### src/rtl/pipeline_stall_controller_pkg.sv
// ============================================================================
// pipeline_stall_controller_pkg : shared state encoding and control bundle
// Revision: 1.0
// ============================================================================
`default_nettype none

package pipeline_stall_controller_pkg;

    localparam int CNT_WIDTH_DEF = 32;

    typedef enum logic [1:0] {
        ST_RUN       = 2'd0,
        ST_LU_BUBBLE = 2'd1,
        ST_DMEM_WAIT = 2'd2,
        ST_IMEM_WAIT = 2'd3
    } stall_state_e;

    typedef struct packed {
        logic pc_hold;
        logic if_id_hold;
        logic id_ex_hold;
        logic ex_mem_hold;
        logic mem_wb_hold;
        logic if_id_flush;
        logic id_ex_bubble;
        logic pc_use_saved_tgt;
    } pipe_ctrl_t;

endpackage

`default_nettype wire

### src/rtl/pipeline_stall_controller_sat_counter.sv
// ============================================================================
// pipeline_stall_controller_sat_counter : saturating up-counter, sync clear
// Revision: 1.0
// ============================================================================
`default_nettype none

module pipeline_stall_controller_sat_counter #(
    parameter int WIDTH = 32
) (
    input  logic             clk,
    input  logic             rst_n,
    input  logic             inc_i,
    input  logic             clr_i,
    output logic [WIDTH-1:0] count_o
);

    logic [WIDTH-1:0] count_q;
    logic [WIDTH-1:0] count_d;

    always_comb begin
        count_d = count_q;
        if (clr_i) begin
            count_d = '0;
        end else if (inc_i && (count_q != {WIDTH{1'b1}})) begin
            count_d = count_q + {{(WIDTH-1){1'b0}}, 1'b1};
        end
    end

    always_ff @(posedge clk or negedge rst_n) begin
        if (!rst_n) begin
            count_q <= '0;
        end else begin
            count_q <= count_d;
        end
    end

    assign count_o = count_q;

endmodule

`default_nettype wire

### src/rtl/pipeline_stall_controller.sv
// ============================================================================
// pipeline_stall_controller : stall/flush/bubble control for a 5-stage pipe
// Revision: 1.0
// ============================================================================
`default_nettype none

module pipeline_stall_controller
    import pipeline_stall_controller_pkg::*;
#(
    parameter int CNT_WIDTH = CNT_WIDTH_DEF
) (
    input  logic                 clk,
    input  logic                 rst_n,
    input  logic                 lu_haz_sig_i,
    input  logic                 ex_branch_taken_i,
    input  logic                 imem_busywait_i,
    input  logic                 dmem_busywait_i,
    input  logic                 cnt_clear_i,
    output logic                 pc_hold_o,
    output logic                 if_id_hold_o,
    output logic                 id_ex_hold_o,
    output logic                 ex_mem_hold_o,
    output logic                 mem_wb_hold_o,
    output logic                 if_id_flush_o,
    output logic                 id_ex_bubble_o,
    output logic                 pc_use_saved_tgt_o,
    output logic [CNT_WIDTH-1:0] stall_count_o,
    output logic [CNT_WIDTH-1:0] lu_bubble_count_o
);

    stall_state_e state_q, state_d;
    logic         squash_q, squash_d;
    logic         active_q;
    logic         lu_ins;
    pipe_ctrl_t   ctrl;

    always_ff @(posedge clk or negedge rst_n) begin
        if (!rst_n) begin
            state_q  <= ST_RUN;
            squash_q <= 1'b0;
            active_q <= 1'b0;
        end else begin
            state_q  <= state_d;
            squash_q <= squash_d;
            active_q <= 1'b1;
        end
    end

    // The first cycle out of reset is held quiet: no controls, no state change.
    always_comb begin
        ctrl     = '0;
        state_d  = state_q;
        squash_d = squash_q;
        lu_ins   = 1'b0;
        if (active_q) begin
            if (dmem_busywait_i) begin
                ctrl.pc_hold     = 1'b1;
                ctrl.if_id_hold  = 1'b1;
                ctrl.id_ex_hold  = 1'b1;
                ctrl.ex_mem_hold = 1'b1;
                ctrl.mem_wb_hold = 1'b1;
                state_d          = ST_DMEM_WAIT;
            end else if (imem_busywait_i) begin
                ctrl.pc_hold      = 1'b1;
                ctrl.if_id_flush  = 1'b1;
                ctrl.id_ex_bubble = ex_branch_taken_i;
                if (ex_branch_taken_i) begin
                    squash_d = 1'b1;
                end
                state_d = ST_IMEM_WAIT;
            end else begin
                state_d = ST_RUN;
                // A branch squashed during a fetch stall redirects once fetch resumes.
                if (squash_q) begin
                    ctrl.if_id_flush      = 1'b1;
                    ctrl.pc_use_saved_tgt = 1'b1;
                    squash_d              = 1'b0;
                end else if (ex_branch_taken_i) begin
                    ctrl.if_id_flush  = 1'b1;
                    ctrl.id_ex_bubble = 1'b1;
                end else if (lu_haz_sig_i && (state_q != ST_LU_BUBBLE)) begin
                    ctrl.pc_hold      = 1'b1;
                    ctrl.if_id_hold   = 1'b1;
                    ctrl.id_ex_bubble = 1'b1;
                    lu_ins            = 1'b1;
                    state_d           = ST_LU_BUBBLE;
                end
            end
        end
    end

    assign pc_hold_o          = ctrl.pc_hold;
    assign if_id_hold_o       = ctrl.if_id_hold;
    assign id_ex_hold_o       = ctrl.id_ex_hold;
    assign ex_mem_hold_o      = ctrl.ex_mem_hold;
    assign mem_wb_hold_o      = ctrl.mem_wb_hold;
    assign if_id_flush_o      = ctrl.if_id_flush;
    assign id_ex_bubble_o     = ctrl.id_ex_bubble;
    assign pc_use_saved_tgt_o = ctrl.pc_use_saved_tgt;

    pipeline_stall_controller_sat_counter #(
        .WIDTH (CNT_WIDTH)
    ) u_stall_cnt (
        .clk     (clk),
        .rst_n   (rst_n),
        .inc_i   (ctrl.pc_hold),
        .clr_i   (cnt_clear_i),
        .count_o (stall_count_o)
    );

    pipeline_stall_controller_sat_counter #(
        .WIDTH (CNT_WIDTH)
    ) u_lu_cnt (
        .clk     (clk),
        .rst_n   (rst_n),
        .inc_i   (lu_ins),
        .clr_i   (cnt_clear_i),
        .count_o (lu_bubble_count_o)
    );

endmodule

`default_nettype wire

### config.mk
export PLATFORM = sky130hd
export DESIGN_NAME = pipeline_stall_controller
export DESIGN_NICKNAME = d
export VERILOG_FILES = /design/src/rtl/pipeline_stall_controller_pkg.sv /design/src/rtl/pipeline_stall_controller_sat_counter.sv /design/src/rtl/pipeline_stall_controller.sv
export SDC_FILE = /design/constraint.sdc
export NUM_CORES = 1
export LEC_CHECK = 0
export ABC_AREA = 1
export CAP_MARGIN = 20
export CORE_MARGIN = 4
export CORE_UTILIZATION = 52
export CTS_CLUSTER_DIAMETER = 60
export DETAILED_ROUTE_END_ITERATION = 8
export PLACE_DENSITY = 0.78
export SYNTH_ARGS = -nofsm -noshare
export SYNTH_HDL_FRONTEND = slang
export SYNTH_SLANG_ARGS = --single-unit
### constraint.sdc
create_clock -name clk -period 2.95 [get_ports clk]
set_input_delay 0.59 -clock clk [delete_from_list [all_inputs] [get_ports clk]]
set_output_delay 0.59 -clock clk [all_outputs]
set_load 0.02 [all_outputs]
* Word level (Yosys, flattened, before mapping)
Index checks and enable logic that the tools add are counted.
Cells by class: reductions and logical operators 6, add/sub/neg operators 2, multiplexer cells 33, bitwise operators 1, eq/ne operators 4
Operator list (count):
- 32-bit 2-to-1 mux | 4
- 32-bit by 1-bit adder with 32-bit output (second input constant) | 2
- 32-bit inequality test (second input constant) | 2
- 1-bit 2-to-1 mux | 19
- 2-bit 2-to-1 mux | 7
- 8-bit 2-to-1 mux | 1
- 3-bit 2-to-1 mux | 2
- 2-bit nonzero test | 2
- 1-bit logical AND | 3
- 3-bit AND reduction | 1
- 2-bit by 1-bit inequality test with 1-bit output (second input constant) | 1
- 2-bit inequality test (second input constant) | 1
- 1-bit inverter | 1
Word-level totals: input port bits 7, output and inout port bits 72, logic and storage cells 51, flip-flop bits (word level) 68

* Longest topological paths before layout
depth after elaboration 11, mapped depth 12, mapped depth without buffers 11

* Cells and area by module
From an unflattened synthesis, not the netlist that was laid out.
Second synthesis, totals: cell total of the unflattened synthesis 729, area, all modules 4760.8 µm²
Modules (own cells, without submodules):
- pipeline_stall_controller_sat_counter | instances 2, cells each 345, sequential area each 800.8 µm², area an instance 2243.4 µm²
- pipeline_stall_controller | instances 1, cells each 39, sequential area each 100.1 µm², area an instance 274.0 µm²

* Worst setup path before layout
No wires, ideal clock.
path type input to output, from input lu_haz_sig_i, to output id_ex_bubble_o, setup slack 923 ps, required time 2360 ps, cell stages on the path 3, data arrival time 1437 ps, buffers on the path 0, cells stage by stage a21boi_0 nor2_1 a211oi_1
Between the ends: cells in the longest elaborated chain, start to end 7
RTL lines:
- start, declared | RTL line pipeline_stall_controller.sv:14 | input logic lu_haz_sig_i,
- 1-bit logical AND | RTL line pipeline_stall_controller.sv:81 | end else if (lu_haz_sig_i && (state_q != ST_LU_BUBBLE)) begin
- 1-bit 2-to-1 mux | RTL line pipeline_stall_controller.sv:81
- 1-bit 2-to-1 mux | RTL line pipeline_stall_controller.sv:78 | end else if (ex_branch_taken_i) begin
- 1-bit 2-to-1 mux | RTL line pipeline_stall_controller.sv:74 | if (squash_q) begin
- 2-bit 2-to-1 mux | RTL line pipeline_stall_controller.sv:63 | end else if (imem_busywait_i) begin
- 3-bit 2-to-1 mux | RTL line pipeline_stall_controller.sv:56 | if (dmem_busywait_i) begin
- 8-bit 2-to-1 mux | RTL line pipeline_stall_controller.sv:55 | if (active_q) begin
- end, declared | RTL line pipeline_stall_controller.sv:25 | output logic id_ex_bubble_o,
Every way passes these cells.

* Worst setup path in the final report
from input ex_branch_taken_i, to output if_id_hold_o
Between the ends: cells in the longest elaborated chain, start to end 5
RTL lines:
- start, declared | RTL line pipeline_stall_controller.sv:15 | input logic ex_branch_taken_i,
- 2-bit 2-to-1 mux | RTL line pipeline_stall_controller.sv:78
- 2-bit 2-to-1 mux | RTL line pipeline_stall_controller.sv:74
- 1-bit 2-to-1 mux | RTL line pipeline_stall_controller.sv:63
- 2-bit 2-to-1 mux | RTL line pipeline_stall_controller.sv:56
- 8-bit 2-to-1 mux | RTL line pipeline_stall_controller.sv:55
- end, declared | RTL line pipeline_stall_controller.sv:20 | output logic if_id_hold_o,
Every way passes these cells.

==> run summary <==
Layout Utilization = 65.8%
R2r setup slk = 0.89 ns
Initial antenna violation count = 0
Via count = 4951
Vias in the first global route = 4653
Nets = 819
Total area of sequential cells = 1700 sq um
Core area = 8720 sq um
Overall Global Routing Usage = 25.5%
Worst-path clk slew = 0.08 ns
Startpoint Class = input pin
I/O Pins = 79
Post-route ant nets = 0
Routability congestion estimate = 0.907
Rows = 34
Area grow syn2layout = 23.4%
Detailed placement HPWL = 9580 um
Post-Synthesis Cells = 732
Die Area = 10500 sq um
Overall power = 1.95 mW
FF+latch count, synth = 68
Syn avg cell area = 6.35 sq um
Area of the multi-input gates = 2600 sq um
Reg2Reg Capture Point = u_lu_cnt.count_o[31]
CTS root buf = clkbuf_8
Crit path DAT = 2.25 ns
Status = completed
Leakage = 2.63 nW
Largest net degree at the start of global routing = 45
CP max FO = 4
Initial core utilization = 53.3%
Number of hold violations in the final report = 0
TritonCTS Buffers = 9
WL/cell = 14.1 um
CTS tree = done
Unrepaired setup endpoints after global routing = false
Max-Slew Margin vs Limit = 59.1%
Critical-path cell list = clkdlybuf4s50_1 -> nor3_2 -> nand2_1 -> o21ai_0 -> clkdlybuf4s50_1
Clock Tree Buf Depth = 2
Antenna cells = 0
Port bufs = 78
Reg-to-reg critical path startpoint = u_lu_cnt.count_o[1]
Synthesis warning total = 0
Seq/Total Area, Yosys = 36.6%
Vias per cell = 5.36
Net Count, Synth = 741
DR pass1 iterations = 6
Most common cell on crit path = clkdlybuf4s50_1
Total negative slack = 0 ns
Max-cap violation count = 0
Clock sink count = 68
Layout cells sized above 1 = 5.77%
Die height = 103 um
Worst Skew = 0.00919 ns
Placed cell areas = 5510 sq um
First-pass GRT wire length = 21300 um
Worst Tran Pin Value = 0.613 ns
Pwr dens = 340 nW/um^2
CP max-delay cell = clkdlybuf4s50_1
Crit-path max cell delay = 0.63 ns
Finished Layout Cells = 923
Die span in x = 103 um
WP data required = 2.36 ns
Post-CTS Repair Setup Buffers = 0
Placed insts = 907
Worst min path class = input pin to asynchronous set/reset pin
Pins Over Slew Limit = 0
Critical Path Sink Type = output pin
DRC = 0
Fill count = 799
# H-tree levels = 3
Setup Crit Path Kind = input pin to output pin
Final Cell Area = 5740 sq um
Peak VDD IR = 0.211 mV
Total gr overflow = 0
Setup Viol. Count Final = 0
Skew-Pair Late Insertion Delay = 0.36 ns
Iter 0 DRT Violations = 226
Post-Syn Area = 4650 sq um
Synth unique cells = 33
Period utilisation layout = 96.3%
Worst reg-to-reg path cell count = 11
FMAX = 0.352 GHz
Post-layout min period = 2.84 ns
WL final = 13000 um
layout make-up:
type	instances	area share (%)
flip-flops and latches	68	29.7
clock inverters	7	1.59
well taps	108	2.36
repair buffers	85	14.7
inverters	63	4.25
clock buffers	9	2.16
multi-input cells	583	45.3
cell usage in the layout (no fill, tap or decap), types with 4 or more instances in the layout:
master,instances
buf_4,6
a21oi_1,5
clkdlybuf4s50_1,77
nand4_1,33
xnor2_1,5
nand3_1,52
nand2_2,6
dfrtp_1,68
nand2_1,309
clkbuf_8,9
xor2_1,17
inv_1,59
o21ai_0,4
o21bai_1,4
nor2_1,123
nor2_4,4
worst max-delay path by stage:
stage | cells after the start | slack [ns] | from | to
after CTS | 5 | 0.03 | lu_haz_sig_i | id_ex_bubble_o
after detailed placement | 5 | 0.04 | lu_haz_sig_i | id_ex_bubble_o
after floorplan | 3 | 0.92 | lu_haz_sig_i | id_ex_bubble_o
final | 5 | 0.11 | ex_branch_taken_i | if_id_hold_o
after global placement | 5 | 0.14 | lu_haz_sig_i | id_ex_bubble_o
after global routing | 5 | 0.006 | ex_branch_taken_i | if_id_hold_o
cells by family after synthesis:
| kind of cell | after synthesis | share of synthesized area (%) |
|---|---|---|
| simple gates | 540 | 48.6 |
| buf+inv | 81 | 7.67 |
| flops | 68 | 36.6 |
| xor+xnor | 22 | 4.15 |
| compound gates | 18 | 2.32 |
| fa+ha+maj | 2 | 0.538 |
| other cells | 1 | 0.0807 |
synth_stat cells, drive strengths merged:
| master | instances | area share (%) |
|---|---|---|
| clkbuf | 4 | 0.32 |
| a21oi | 5 | 0.54 |
| buf | 14 | 2.1 |
| a21boi | 1 | 0.16 |
| or2 | 3 | 0.40 |
| conb | 1 | 0.081 |
| o21bai | 4 | 0.65 |
| nand3 | 52 | 5.6 |
| nand3b | 2 | 0.32 |
| nor3 | 3 | 0.32 |
| clkinv | 2 | 0.27 |
| ha | 2 | 0.54 |
| inv | 61 | 5.0 |
| nand4 | 33 | 4.4 |
| nand2 | 317 | 26 |
| xor2 | 17 | 3.2 |
| nor2 | 130 | 11 |
| dfrtp | 68 | 37 |
| a21o | 1 | 0.16 |
| a211oi | 1 | 0.16 |
| o21ai | 6 | 0.65 |
| xnor2 | 5 | 0.94 |
metal layers:
| layer | wire length (um) | vias to the layer above | GRT usage, % |
|---|---|---|---|
| li1 | - | 2448 | - |
| met1 | 5440 | 2293 | 31.4 |
| met2 | 6360 | 180 | 44.2 |
| met3 | 736 | 30 | 4.53 |
| met4 | 433 | 0 | 10.2 |
| met5 | 0 | - | 0 |
flip-flops by register name (all words and copies together), names as in the netlist:
register and count:
u_lu_cnt.count_o 32, u_stall_cnt.count_o 32, state_q 2, active_q 1, squash_q 1
worst max-delay path: cells and delay by family:
| kind | cells | cell delay [ns] |
|---|---|---|
| buffers and inverters | 2 | 1.13 |
| and+or+nand+nor | 2 | 0.39 |
| AOI/OAI and AO/OA | 1 | 0.15 |
metrics by stage:
step | setup slack (ns) | hold WS (ns)
2_1_floorplan | 0.923 | 0.294
6_report | 0.109 | 0.236
4_1_cts | 0.0321 | 0.248
5_1_grt | 0.00590 | 0.274
3_3_place_gp | 0.141 | 0.496
3_5_place_dp | 0.0356 | 0.506
what timing repair did:
| action | in CTS | in global routing |
|---|---|---|
| hold buffers | 0 | 0 |
| gates resized for setup | 0 | 3 |
| endpoints found under the setup margin | 0 | 2 |
power breakdown:
part / switching, mW / internal, mW
Combinational: 0.0969 / 0.0417
Sequential: 0.0101 / 0.939
Clock: 0.391 / 0.473
Power figures use the tool's default switching activity.
==> RTL change 1: new RTL, config.mk and constraints unchanged <==
`CNT_WIDTH_DEF`: 32 -> 24.
--- a/src/rtl/pipeline_stall_controller_pkg.sv
+++ b/src/rtl/pipeline_stall_controller_pkg.sv
@@ -7,5 +7,5 @@
 package pipeline_stall_controller_pkg;
 
-    localparam int CNT_WIDTH_DEF = 32;
+    localparam int CNT_WIDTH_DEF = 24;
 
     typedef enum logic [1:0] {
Ports: changed (resized lu_bubble_count_o and stall_count_o); port bits go from 79 to 63. No check against the original RTL was run, so the function may have changed too.
==> RTL change 1 against the unedited design <==
Wire length down 28%. Setup slack got worse by 8.0 ps. Design area down 23%. Total power down 31%. Hold slack got worse by 2.0 ps. Final cell count down 25%. Via count shrank 27%. Area after synthesis decreased by 22%. Die area decreased by 20%. Core utilization shrank 0.56 points. Sequential cell count is 16 lower. Critical path depth stayed put. Count of clock-buffer cells in the layout is 4 lower. Critical path type unchanged. Largest cell class unchanged. Largest power group unchanged. Highest routed layer unchanged.
==> RTL change 1: results (changes against the unedited design) <==
The flow ran to the end, and the final reports show no timing, DRC or antenna violations. Ranked by total cell area, the synthesized netlist is headed by sky130_fd_sc_hd__dfrtp_1 (36%), sky130_fd_sc_hd__nand2_1 (20%), sky130_fd_sc_hd__nor2_1 (8.4%). The detailed-route DRC error count came out at 0 (unchanged). The largest net degree at the start of global routing is 31 (-31%).

The remaining antenna violation count is 0 (unchanged). The wire length per cell came out at 13.4 µm (-5.0%). The wire length of the first global-routing pass came out at 15.8 mm (-26%).

The number of global-route vias before repair was 3585 (-23%). The number of antenna diodes was 0 (unchanged). The clock network latency to the later pin of the worst-skew pair came to 300 ps (-60 ps). The worst vdd rail ir drop was 0.000192 V (-8.9%). The fraction of layout instances using a drive strength above 1 is 9.18% (+3.4 points). The post-synthesis share of cell area spent on full adders, half adders and majority gates came out at 0.691% (+0.15 points). The post-synthesis share of cell area spent on xor and xnor gates was 5.32% (+1.2 points). The leakage power came out at 2.05 nW (-22%).

The number of distinct library cells after synthesis came to 38 (+15%). The non-filler instance count after layout is 695 (-25%). The cell type group with the largest total delay on the critical path is buffers and inverters. The half-perimeter wire length after detailed placement came out at 6.98 mm (-27%).

The placement-stage worst setup slack came out at 26.8 ps (-8.81 ps). The maximum fanout count along the critical path is 3 (-1). The number of vias per cell is 5.23 (-2.6%). The clock skew after layout was 10.5 ps (+1.36 ps). The compound-gate portion of the synthesized area came out at 3.25% (+0.93 points).

The commonest cells after synthesis are sky130_fd_sc_hd__nand2_1 (196), sky130_fd_sc_hd__nor2_1 (81), sky130_fd_sc_hd__dfrtp_1 (52). The number of levels in the clock H-tree is 2 (-1). The root buffer cell chosen for the clock tree is sky130_fd_sc_hd__clkbuf_8. The first-pass detailed-route iteration total was 5 (-1). The initial antenna violation count is 0 (unchanged). The post-cts repair resize count is 0 (unchanged). The clock transition at the registers of the reported paths came out at 100 ps (+20 ps).

The initial detailed-routing violation count is 134 (-41%). The path class of the tightest hold or removal check is input port to async pin. The net count after synthesis is 544 (-27%). The total track usage came to 22.8% (-2.8 points). The register area share after synthesis is 35.9% (-0.70 points). The number of fillers in the final layout came out at 621 (-22%). The standard cell area after detailed placement came out at 4320 µm² (-22%). The port buffer count is 62 (-21%). The final layout net count was 607 (-26%). The share of synthesized flip-flops with an asynchronous set or reset came to 100% (unchanged). The final weighted congestion in routability-driven placement is 0.910 (+0.35%). The mean area per synthesized cell came to 6.77 µm² (+6.7%). The mux contribution to synthesized area is 0% (unchanged). The worst-case clock buffer depth was 2 (unchanged). The area of the multi-input gates is 2060 µm² (-21%).

The clock buffer count from CTS is 5 (-4). The pin slew with the least headroom to its limit is 739 ps (+126 ps). The total placed cells including tap cells is 687 (-24%).
==> RTL change 1: cell types whose count changed after synthesis, sizes merged, moves of 2 or more <==
cell / change
buf: -6
dfrtp: -16
inv: -20
nand2: -98
nand3: -14
nand4: -6
nor2: -40
o21ai: +3
or2: -2
==> RTL change 1: final cells by class <==
cell class	instances	area share [%]
multi-input combinational	427	46.5
sequential	52	29.4
timing repair buffer	69	15.1
inverter	43	3.73
tap	96	2.71
clock buffer	5	1.55
clock inverter	3	0.960
==> RTL change 1: worst paths after layout <==
kind,cells after the start,start,slack (ps),end
min in group clk,1,state_q[0]$_DFFE_PN0P_,530,state_q[0]$_DFFE_PN0P_
min,1,rst_n,230,u_stall_cnt.count_o[21]$_DFFE_PN0P_
max in group asynchronous,2,rst_n,1930,u_lu_cnt.count_o[11]$_DFFE_PN0P_
max,5,lu_haz_sig_i,100,if_id_hold_o
max reg2reg,11,u_stall_cnt.count_o[0]$_DFFE_PN0P_,880,u_stall_cnt.count_o[1]$_DFFE_PN0P_
min reg2reg,1,state_q[0]$_DFFE_PN0P_,530,state_q[0]$_DFFE_PN0P_
==> RTL change 1: cells by family after synthesis <==
family	Yosys count
buffers and inverters	56
XOR/XNOR	22
other	1
AND/OR/NAND/NOR	383
flip-flops	52
AO/OA/AOI/OAI	19
adder cells (fa/ha/maj)	2
==> RTL change 1: routing by layer <==
metal / vias up / GRT usage (%) / routed length (µm)
met5: - / 0 / 0
met4: 0 / 7.91 / 172
met3: 19 / 3.40 / 500
met2: 135 / 40.6 / 4780
met1: 1667 / 27.7 / 3820
li1: 1811 / - / -
==> RTL change 1: power by group <==
group	switching, mW	internal [mW]
clock	0.242	0.251
sequential	0.00786	0.720
combinational	0.0898	0.0415
total	0.340	1.01
==> RTL change 2: new RTL, same settings <==
Without the edit above. The 4 states of `stall_state_e` get a one-hot encoding in 4 bits.
--- a/src/rtl/pipeline_stall_controller_pkg.sv
+++ b/src/rtl/pipeline_stall_controller_pkg.sv
@@ -9,9 +9,9 @@
     localparam int CNT_WIDTH_DEF = 32;
 
-    typedef enum logic [1:0] {
-        ST_RUN       = 2'd0,
-        ST_LU_BUBBLE = 2'd1,
-        ST_DMEM_WAIT = 2'd2,
-        ST_IMEM_WAIT = 2'd3
+    typedef enum logic [3:0] {
+        ST_RUN       = 4'b0001,
+        ST_LU_BUBBLE = 4'b0010,
+        ST_DMEM_WAIT = 4'b0100,
+        ST_IMEM_WAIT = 4'b1000
     } stall_state_e;
 
Check against the original RTL: same outputs for any inputs over 10 cycles, from zero or initial values and one cycle with rst_n low; not proved beyond that.
==> RTL change 2 against the unedited design <==
First-iteration DRC count increased by 37%. Design area is 3.5% higher. Sequential cell count grew 2. Combinational power increased by 11%. Setup slack lost 5.4 ps. Wire length increased by 11%. Area after synthesis grew 5.0%. Total power grew 4.2%. Highest routed layer unchanged.
==> RTL change 2: results (changes against the unedited design) <==
The leakage power is 2.67 nW (+1.5%). The net count after synthesis is 789 (+6.5%). The maximum fanout count along the critical path is 3 (-1). The half-perimeter wire length after detailed placement came out at 10.8 mm (+12%).

The worst vdd rail ir drop was 0.000246 V (+17%). The number of global-route vias before repair is 4986 (+7.2%). The total placed cells including tap cells came out at 953 (+5.1%). The register area share after synthesis is 35.9% (-0.68 points).

The number of distinct library cells after synthesis was 32 (-3.0%). The highest cell delay on the worst timing path came out at 650 ps (+20 ps). The final layout net count came out at 862 (+5.3%).

The initial detailed-routing violation count came out at 309 (+37%). The flow ran to the end, and the final reports show no timing, DRC or antenna violations. The fraction of layout instances using a drive strength above 1 came out at 5.59% (-0.17 points). The clock skew after layout came out at 6.14 ps (-3.05 ps). Ranked by instance count, the synthesized netlist is headed by sky130_fd_sc_hd__nand2_1 (330), sky130_fd_sc_hd__nor2_1 (144), sky130_fd_sc_hd__nand3_1 (78). The net switching component of the power is 0.543 mW (+9.0%). The total track usage came out at 27.2% (+1.7 points). The wire length of the first global-routing pass came to 24.4 mm (+14%). The prevailing post-synth register cell is sky130_fd_sc_hd__dfrtp_1.

The largest net degree at the start of global routing came to 46 (+2.2%). The relative slew slack is 55.7% (-3.4 points). The post-detailed-routing wire length came out at 14.4 mm (+11%).

The mean area per synthesized cell is 6.25 µm² (-1.5%). The final total negative setup slack is 0 ps (unchanged). The final weighted congestion in routability-driven placement came out at 0.947 (+4.4%). The total vias in the final route is 5190 (+4.8%). The first-pass detailed-route iteration total was 5 (-1). Sorting the synthesized cells by area gives the leading types as sky130_fd_sc_hd__dfrtp_1 (35%), sky130_fd_sc_hd__nand2_1 (25%), sky130_fd_sc_hd__nor2_1 (11%).
[RTL change 2: stage by stage]
step,power [mW],util (%),instance area [µm²],hold slack (ps),setup slack (ps)
floorplan,1.09,-,4880,294,932
global placement,1.15,62.1,5710,456,185
detailed placement,1.15,62.1,5710,465,111
CTS,2.04,64.5,5940,272,104
global route,2.10,64.6,5940,312,25.7
finish,2.03,64.6,5940,258,103
[RTL change 2: cells by family (layout without fill, tap and decap cells)]
kind of cell,after synthesis,count (layout),synth area share (%)
AND/OR/NAND/NOR,590,590,50.1
buffers and inverters,81,159,7.51
flip-flops,70,70,35.9
XOR/XNOR,26,26,4.67
AO/OA/AOI/OAI,10,10,1.21
adder cells (fa/ha/maj),2,2,0.513
other,1,1,0.0769
[RTL change 2: area by class of cell]
cell class | instances | area (µm²)
tap | 111 | 139
clock buffer | 9 | 124
fill | 875 | 3260
timing repair buffer | 86 | 851
inverter | 57 | 215
clock inverter | 7 | 97.6
sequential | 70 | 1750
multi-input combinational | 629 | 2760
[RTL change 2: what timing repair did]
action                                  CTS  global route
hold buffers                              0             0
endpoints found under the setup margin    0             1
gates resized for setup                   0             1
endpoints found under the hold margin     0             0
[RTL change 2: layer usage]
layer / track usage [%] / up-vias / routed length (µm)
met5: 0 / - / 0
met4: 9.75 / 0 / 335
met3: 2.84 / 23 / 725
met2: 45.9 / 175 / 6810
met1: 36.2 / 2428 / 6520
li1: - / 2564 / -
[RTL change 2: power by group through the flow]
stage	logic [mW]	clock network, mW	registers [mW]
2_1_floorplan	0.0870	0	0.999
3_3_place_gp	0.149	0	0.997
3_5_place_dp	0.154	0	0.998
4_1_cts	0.154	0.905	0.979
5_1_grt	0.169	0.945	0.981
6_report	0.154	0.901	0.979
[RTL change 2: worst paths after layout]
check	start	to	slack (ps)	depth (start not counted)
hold reg to reg	state_q[2]$_DFFE_PN0P_	state_q[2]$_DFFE_PN0P_	490	2
setup / recovery	ex_branch_taken_i	pc_hold_o	100	5
min in group clk	state_q[2]$_DFFE_PN0P_	state_q[2]$_DFFE_PN0P_	490	2
max in group asynchronous	rst_n	state_q[0]$_DFFE_PN1P_	1970	2
setup reg to reg	u_lu_cnt.count_o[0]$_DFFE_PN0P_	u_lu_cnt.count_o[12]$_DFFE_PN0P_	520	11
hold / removal	rst_n	u_stall_cnt.count_o[2]$_DFFE_PN0P_	260	1
